$ cat src/rtl/instr_queue.sv
// instr_queue: circular FIFO between fetch and decode.
// Holds fetched instructions with their PC and RVFI order tag.
// The oldest entry is presented first-word-fall-through on iq_out.
// A redirect (flush) empties the queue in a single cycle.

package instr_queue_pkg;

  typedef struct packed {
    logic        valid;
    logic [31:0] inst;
    logic [31:0] pc;
    logic [63:0] order;
  } if_id_stage_reg_t;

endpackage

module instr_queue
  import instr_queue_pkg::*;
#(
  parameter int DEPTH = 8
) (
  input  logic                     clk,
  input  logic                     rst,
  input  logic                     flush,
  input  logic                     enq_valid,
  input  logic [31:0]              enq_inst,
  input  logic [31:0]              enq_pc,
  input  logic [63:0]              enq_order,
  output logic                     enq_ready,
  input  logic                     deq_ready,
  output if_id_stage_reg_t         iq_out,
  output logic                     full,
  output logic                     empty,
  output logic [$clog2(DEPTH):0]   count
);

  localparam int AW = $clog2(DEPTH);
  localparam int PW = AW + 1;

  typedef struct packed {
    logic [31:0] inst;
    logic [31:0] pc;
    logic [63:0] order;
  } entry_t;

  localparam logic [PW-1:0] PtrOne = PW'(1);

  entry_t          r_mem [DEPTH];
  logic [PW-1:0]   r_head;
  logic [PW-1:0]   r_tail;

  logic [AW-1:0]   w_headIdx;
  logic [AW-1:0]   w_tailIdx;
  logic            w_empty;
  logic            w_full;
  logic            w_enqFire;
  logic            w_deqFire;
  entry_t          w_headEntry;

  // The extra wrap bit distinguishes full from empty when indices match.
  assign w_headIdx = r_head[AW-1:0];
  assign w_tailIdx = r_tail[AW-1:0];
  assign w_empty   = (r_head == r_tail);
  assign w_full    = (w_headIdx == w_tailIdx) && (r_head[AW] != r_tail[AW]);

  // enq_ready only looks at full, so there is no deq-to-enq combinational path.
  assign w_enqFire = enq_valid && !w_full;
  assign w_deqFire = deq_ready && !w_empty;

  assign enq_ready = !w_full;
  assign full      = w_full;
  assign empty     = w_empty;
  assign count     = r_tail - r_head;

  // Head entry is shown even when empty; consumers qualify with valid.
  assign w_headEntry  = r_mem[w_headIdx];
  assign iq_out.valid = !w_empty;
  assign iq_out.inst  = w_headEntry.inst;
  assign iq_out.pc    = w_headEntry.pc;
  assign iq_out.order = w_headEntry.order;

  // Pointer update: flush squashes everything and beats any same-cycle enq/deq.
  always_ff @(posedge clk or posedge rst) begin
    if (rst) begin
      r_head <= '0;
      r_tail <= '0;
    end else if (flush) begin
      r_head <= '0;
      r_tail <= '0;
    end else begin
      if (w_enqFire) begin
        r_tail <= r_tail + PtrOne;
      end
      if (w_deqFire) begin
        r_head <= r_head + PtrOne;
      end
    end
  end

  // Entry storage: cleared on reset, written at the tail index on an accepted enqueue.
  always_ff @(posedge clk or posedge rst) begin
    if (rst) begin
      for (int i = 0; i < DEPTH; i++) begin
        r_mem[i] <= '0;
      end
    end else if (w_enqFire && !flush) begin
      r_mem[w_tailIdx] <= '{inst: enq_inst, pc: enq_pc, order: enq_order};
    end
  end

endmodule

$ cat config.mk
export PLATFORM = sky130hd
export DESIGN_NAME = instr_queue
export DESIGN_NICKNAME = d
export VERILOG_FILES = /design/src/rtl/instr_queue.sv
export SDC_FILE = /design/constraint.sdc
export NUM_CORES = 2
export LEC_CHECK = 0
export ABC_AREA = 1
export ABC_CLOCK_PERIOD_IN_PS = 31500
export BUFFER_PORTS_ARGS = -buffer_cell sky130_fd_sc_hd__buf_2
export CAP_MARGIN = 20
export CELL_PAD_IN_SITES_DETAIL_PLACEMENT = 1
export CELL_PAD_IN_SITES_GLOBAL_PLACEMENT = 2
export CORE_ASPECT_RATIO = 1.75
export CORE_MARGIN = 1
export CORE_UTILIZATION = 37
export CTS_CLUSTER_DIAMETER = 40
export CTS_CLUSTER_SIZE = 30
export DETAILED_ROUTE_END_ITERATION = 8
export PLACE_DENSITY_LB_ADDON = 0.2
export SYNTH_ARGS = -nofsm -noshare
export SYNTH_HDL_FRONTEND = slang
export SYNTH_SLANG_ARGS = --single-unit
$ cat constraint.sdc
create_clock -name clk -period 31.5 [get_ports clk]
set_input_delay 0 -clock clk [delete_from_list [all_inputs] [get_ports clk]]
set_output_delay 0 -clock clk [all_outputs]
set_load 0.005 [all_outputs]
; Word level (Yosys, flattened, before mapping)
; Index checks and enable logic that the tools add are counted.
[word_totals]
reg_bits = 1032
input_bits = 133
out_inout_bits = 136
word_cells = 57
[classes]
addsub = 3
order_cmp = 3
n_eq_ne = 3
mux = 10
n_bitwise = 2
reduce_logical = 10
[op_table]
columns = cell, count
row1 = $bwmux 1024, 1
row2 = $bmux 128 s3, 1
row3 = $demux 128 s3, 1
row4 = $mux 128, 3
row5 = $mux 4, 4
row6 = $add 4x1->4 const B, 2
row7 = $ge 4x4->1 const B, 2
row8 = $not 3->4, 2
row9 = $logic_and 1x1->1, 5
row10 = $eq 4x4->1, 1
row11 = $lt 4x1->1 const B, 1
row12 = $reduce_bool 2->1, 2
row13 = $sub 4x4->4, 1
row14 = $eq 3x3->1, 1
row15 = $logic_not 1->1, 3
row16 = $ne 1x1->1, 1

; Longest topological paths before layout
[logic_depth]
word_depth = 6
depth_mapped = 14

; Worst setup path after synthesis
; OpenSTA, ideal clock, no wires.
[synth_timing]
path_type = register to register
from = register r_head[1]
to = register r_mem[896] (netlist name)
setup_time_ns = 0.119
t_arrival_ns = 2.202
t_required_ns = 31.381
path_slack_ns = 29.179
path_stages_with_launch = 15
n_path_buf = 6
period_less_slack_ns = 2.321
cell_sequence = dfrtp_1 > buf_2 > inv_1 > buf_2 > clkbuf_1 > ha_1 > nand2_1 > nor2_2 > nand2_1 > buf_2 > nand4_1 > buf_4 > buf_2 > nand2_1 > nand2_1
[synth_between]
elab_chain_len = 5
[synth_rtl]
columns = element, line_no
row1 = start: declaration, 49  ; logic [PW-1:0] r_head;
row2 = start signal: assignment, 95  ; r_head <= r_head + PtrOne;
row3 = $eq 3x3->1, 64  ; assign w_full = (w_headIdx == w_tailIdx) && (r_head[AW] != r_tail[AW]);
row4 = $logic_and 1x1->1, 64
row5 = $logic_not 1->1, -
row6 = net enq_ready, 29  ; output logic enq_ready,
row7 = $logic_and 1x1->1, 67  ; assign w_enqFire = enq_valid && !w_full;
row8 = $logic_and 1x1->1, 106  ; end else if (w_enqFire && !flush) begin
row9 = end signal: indexed assignment, 107  ; r_mem[w_tailIdx] <= '{inst: enq_inst, pc: enq_pc, order: enq_order};
row10 = end: declaration, 48  ; entry_t r_mem [DEPTH];
; The timed path passes the listed nets, and every way through them passes these cells.
; A chain may end at the register's enable or synchronous reset.

==> parameters.txt <==
Parameter                              Value

Logic synthesis
  Count of flip-flops with a built-in enable after synthesis ... 0
  Xor-xnor portion of the synthesized cell area ... 0.08505%
  Syn_nets ... 6777
  Post-Syn Area ... slightly above 50000 um^2
  Gate Count Post-Synth ... ~6600
  Share of synthesized cell area in and, or, nand and nor gates ... 34.37%
  Leading register cell type out of synthesis ... dfrtp_1
  Multiplexer area fraction after synthesis ... 0%
  Sequential element share of the synthesized area ... approximately 50%
  Fraction of the mapped netlist area in compound gates ... under 10%
  Combinational family with the most area after synthesis ... simple AND/OR/NAND/NOR gates
  Count of unique library cells instantiated by Yosys ... 25
  Post-synthesis sequential element count ... ~1000
  Async set or reset register ratio after synthesis ... between 90% and 100%
  Arithmetic-cell share of the synthesized area counting full adders, half adders and majority gates ... less than 1%
  Mean cell area of the mapped netlist ... just under 8 um^2
  Number of warning messages in the yosys log ... 0

Floorplanning
  Initial Utilization ... a little under two fifths
  Top-Level Pins ... approximately 270
  Row Count ... 180
  Std-Cell Core Area ... approximately 140000 um^2
  Area of the die ... around 140000 um^2
  Width of the chip ... about 280 um
  Height of the chip ... around 500 um

GRT
  Grt total ovfl ... 0
  Vias in the first global route ... between 50000 and 60000
  Maximum number of pins on one net before global-route repair ... slightly above 200
  First-pass GRT wire length ... about 330 mm
  Antenna violations before repair ... 24
  Gr usage total ... 30.41%

Route
  Routed wirelength normalized by instance count ... between 20 and 30 um
  Remaining DRCs ... 0
  DR WL met3 ... about 12 mm
  Routed metal-1 wirelength ... ~94 mm
  Met2 layer wire length in the routed design ... approximately 100 mm
  Post-DR vias/cell ... 5.916
  Drt total wl ... ~210 mm
  Total number of vias ... around 50000
  DRC violation total after the first TritonRoute iteration ... between 4000 and 5000
  Highest routing layer actually used ... met5
  Residual antenna-violating net count after detailed routing ... 0
  DRT Pass-1 Iters ... 5

STA
  Final hold viol count ... 22
  Highest clock rate ... 168.5 MHz
  Number of failing setup endpoints in the final timing report ... 0
  Crit share post-route ... a little under a fifth
  Headroom to the max-slew limit ... between 20% and 30%
  Clock period minus final worst setup slack ... 5.936 ns
  Slew at the pin with the worst max-slew slack ... 1.169 ns
  Worst hold slack after final layout ... -0.05550 ns
  Max-slew violations ... 0
  Clock skew ... roughly 0.025 ns
  Sum of negative setup slack ... 0 ns
  Worst-case setup margin in the final layout ... roughly 26 ns
  RSZ-0062 raised after global routing ... no

Power and ir drop
  PwrDens ... about 73 nW/um^2
  Leakage dissipation ... roughly 31 nW
  Worst supply voltage drop on vdd ... between 50 and 60 uV

Worst setup path
  Setup crit start kind ... flop
  Worst reg-to-reg path cell count ... 11
  FF-to-FF setup slack ... between 20 and 30 ns
  Reg-to-reg endpoint ... r_mem[557]$_DFFE_PP0P_
  Arrival time of data at the critical path endpoint ... between 5 and 6 ns
  Critical path peak fanout ... ~120
  Launching instance or port of the critical path ... r_head[0]$_DFFE_PP0P_
  Origin of the critical flop-to-flop path ... r_head[1]$_DFFE_PP0P_
  Type of the worst setup path ... reg -> out
  Required time at the worst-slack endpoint ... about 32 ns
  Type of destination of the critical path ... primary output
  Endpoint of the most critical setup path ... iq_out[6]

Layout
  Fill count ... roughly 17000
  Core utilization of the finished layout ... between 40% and 50%
  Number of nets in the finished design ... 6641
  Fraction of final layout cells sized beyond drive strength 1 ... 9.651%
  Layout-stage area growth over the synthesis result ... 14.77%

Worst hold path
  Classification of the worst-slack hold path ... in -> async

Clocking
  Clock Root Buffer ... clkbuf_16
  Clock tree from TritonCTS ... built
  Clk sinks ... slightly above 1000
  Deepest level of the CTS H-tree ... 4
  Worst-case clock buffer depth ... 3
  Reg clk slew, reported paths ... ~0.05 ns
  Num CTS Buffers ... 143
  Clock insertion delay at the later pin of the skew report ... 0.76 ns

Outcome
  Violations in the final reports ... hold timing
  Outcome ... finished with violations

Place
  HPWL after DPL ... about 100 mm
  RD Place Congestion ... 0.7695
  Number of port buffers ... ~270
  Pre-CTS setup slack ... about 26 ns

Flow run
  Max-cap violations ... 0
## sequential cells by signal, summed over array words and instances (netlist names)
signal	count
r_head	4
r_mem	1024
r_tail	4
## per-layer routing
layer,track usage [%],vias up
li1,-,22240
met1,40.06,25910
met3,5.152,416
met4,10.42,22
met5,0,-
met2,50.42,1422
## worst min-delay path by stage
| stage | startpoint | end | depth (start not counted) |
|---|---|---|---|
| after floorplan | flush | r_tail[0]$_DFFE_PP0P_ | 3 |
| after global placement | rst | r_mem[188]$_DFFE_PP0P_ | 2 |
| after detailed placement | rst | r_mem[188]$_DFFE_PP0P_ | 2 |
| after CTS | rst | r_mem[188]$_DFFE_PP0P_ | 3 |
| after global routing | rst | r_mem[443]$_DFFE_PP0P_ | 3 |
| final | rst | r_mem[187]$_DFFE_PP0P_ | 3 |
## critical path, cell delays in order (launching register included)
cell and delay [ns]:
dfrtp_4 0.72, buf_4 0.44, inv_8 0.64, buf_4 0.91, buf_4 0.77, buf_4 0.77, o21ai_0 0.21, o22ai_1 0.22
nand2_1 0.07, nand2_1 0.13, buf_2 0.13
## layout by cell type, fill, tap and decap left out, drive strengths merged
cell         Yosys  routed
inv             18      29
nor3             2       2
bufinv           0      18
a21oi            2       2
nand3           11      11
nand4         1033    1033
xor2             4       4
dlygate4sd3      0     136
clkinvlp         0      16
ha               5       5
diode            0      12
a21boi           1       1
o21ai          517     517
o22ai          256     256
nor2           520     520
fa               1       1
xnor2            1       1
dfrtp         1032    1032
buf            313     365
clkbuf         469     186
nand2         2453    2453
clkinv           0      33
## synth_stat cells (5+ instances only)
| master | n | area [um^2] |
|---|---|---|
| clkbuf_1 | 341 | 1280 |
| nand3_1 | 11 | 55.05 |
| dfrtp_1 | 1032 | 25820 |
| clkbuf_2 | 128 | 640.6 |
| buf_2 | 221 | 1106 |
| nor2_1 | 518 | 1944 |
| o22ai_1 | 256 | 1602 |
| nand2_1 | 2453 | 9208 |
| buf_1 | 43 | 161.4 |
| o21ai_0 | 497 | 2487 |
| nand4_1 | 1033 | 6462 |
| buf_4 | 46 | 345.3 |
| inv_1 | 15 | 56.30 |
| o21ai_1 | 20 | 100.1 |
| ha_1 | 5 | 62.56 |
## power breakdown
part / internal [W] / switching, W
Sequential: 0.00154 / 0.000121
Clock: 0.00109 / 0.000665
Combinational: 0.000291 / 0.000601
Total: 0.00292 / 0.00139
## cell families (layout without fill, tap and decap cells)
family,after synthesis,count (layout)
and+or+nand+nor,4019,4019
buffers and inverters,800,783
adders and majority gates,6,6
xor gates and xnor gates,5,5
other,0,12
AOI/OAI and AO/OA,776,776
DFF,1032,1032
## per-stage QoR
step | power [W] | hold WS [ns] | std cells | area (um^2)
final | 0.004310 | -0.05550 | 8453 | 59100
after global routing | 0.004521 | 0.07371 | 8450 | 59090
after CTS | 0.004340 | 0.005880 | 8439 | 59020
after detailed placement | 0.002553 | 0.2724 | 8039 | 52500
after global placement | 0.002533 | 0.2625 | 8038 | 52490
after floorplan | 0.002225 | 0.1806 | 6638 | 51490
## area by class of cell
type,count,area (um^2),share of cell area [%]
flip-flops and latches,1032,25840,43.72
multi-input cells,4806,22090,37.39
clock buffers,186,4182,7.076
repair buffers,501,3596,6.085
well taps,1820,2277,3.853
clock inverters,78,975.9,1.651
inverters,18,105.1,0.1778
diodes,12,30.03,0.05081
## what timing repair did
| action | 4_1_cts | 5_1_grt |
|---|---|---|
| setup buffers | 0 | 0 |
| hold buffers | 136 | 0 |
| setup endpoints to repair | 0 | 0 |
| hold endpoints to repair | 1152 | 0 |
| resized for setup | 0 | 0 |
(Power assumes the default switching activity.)
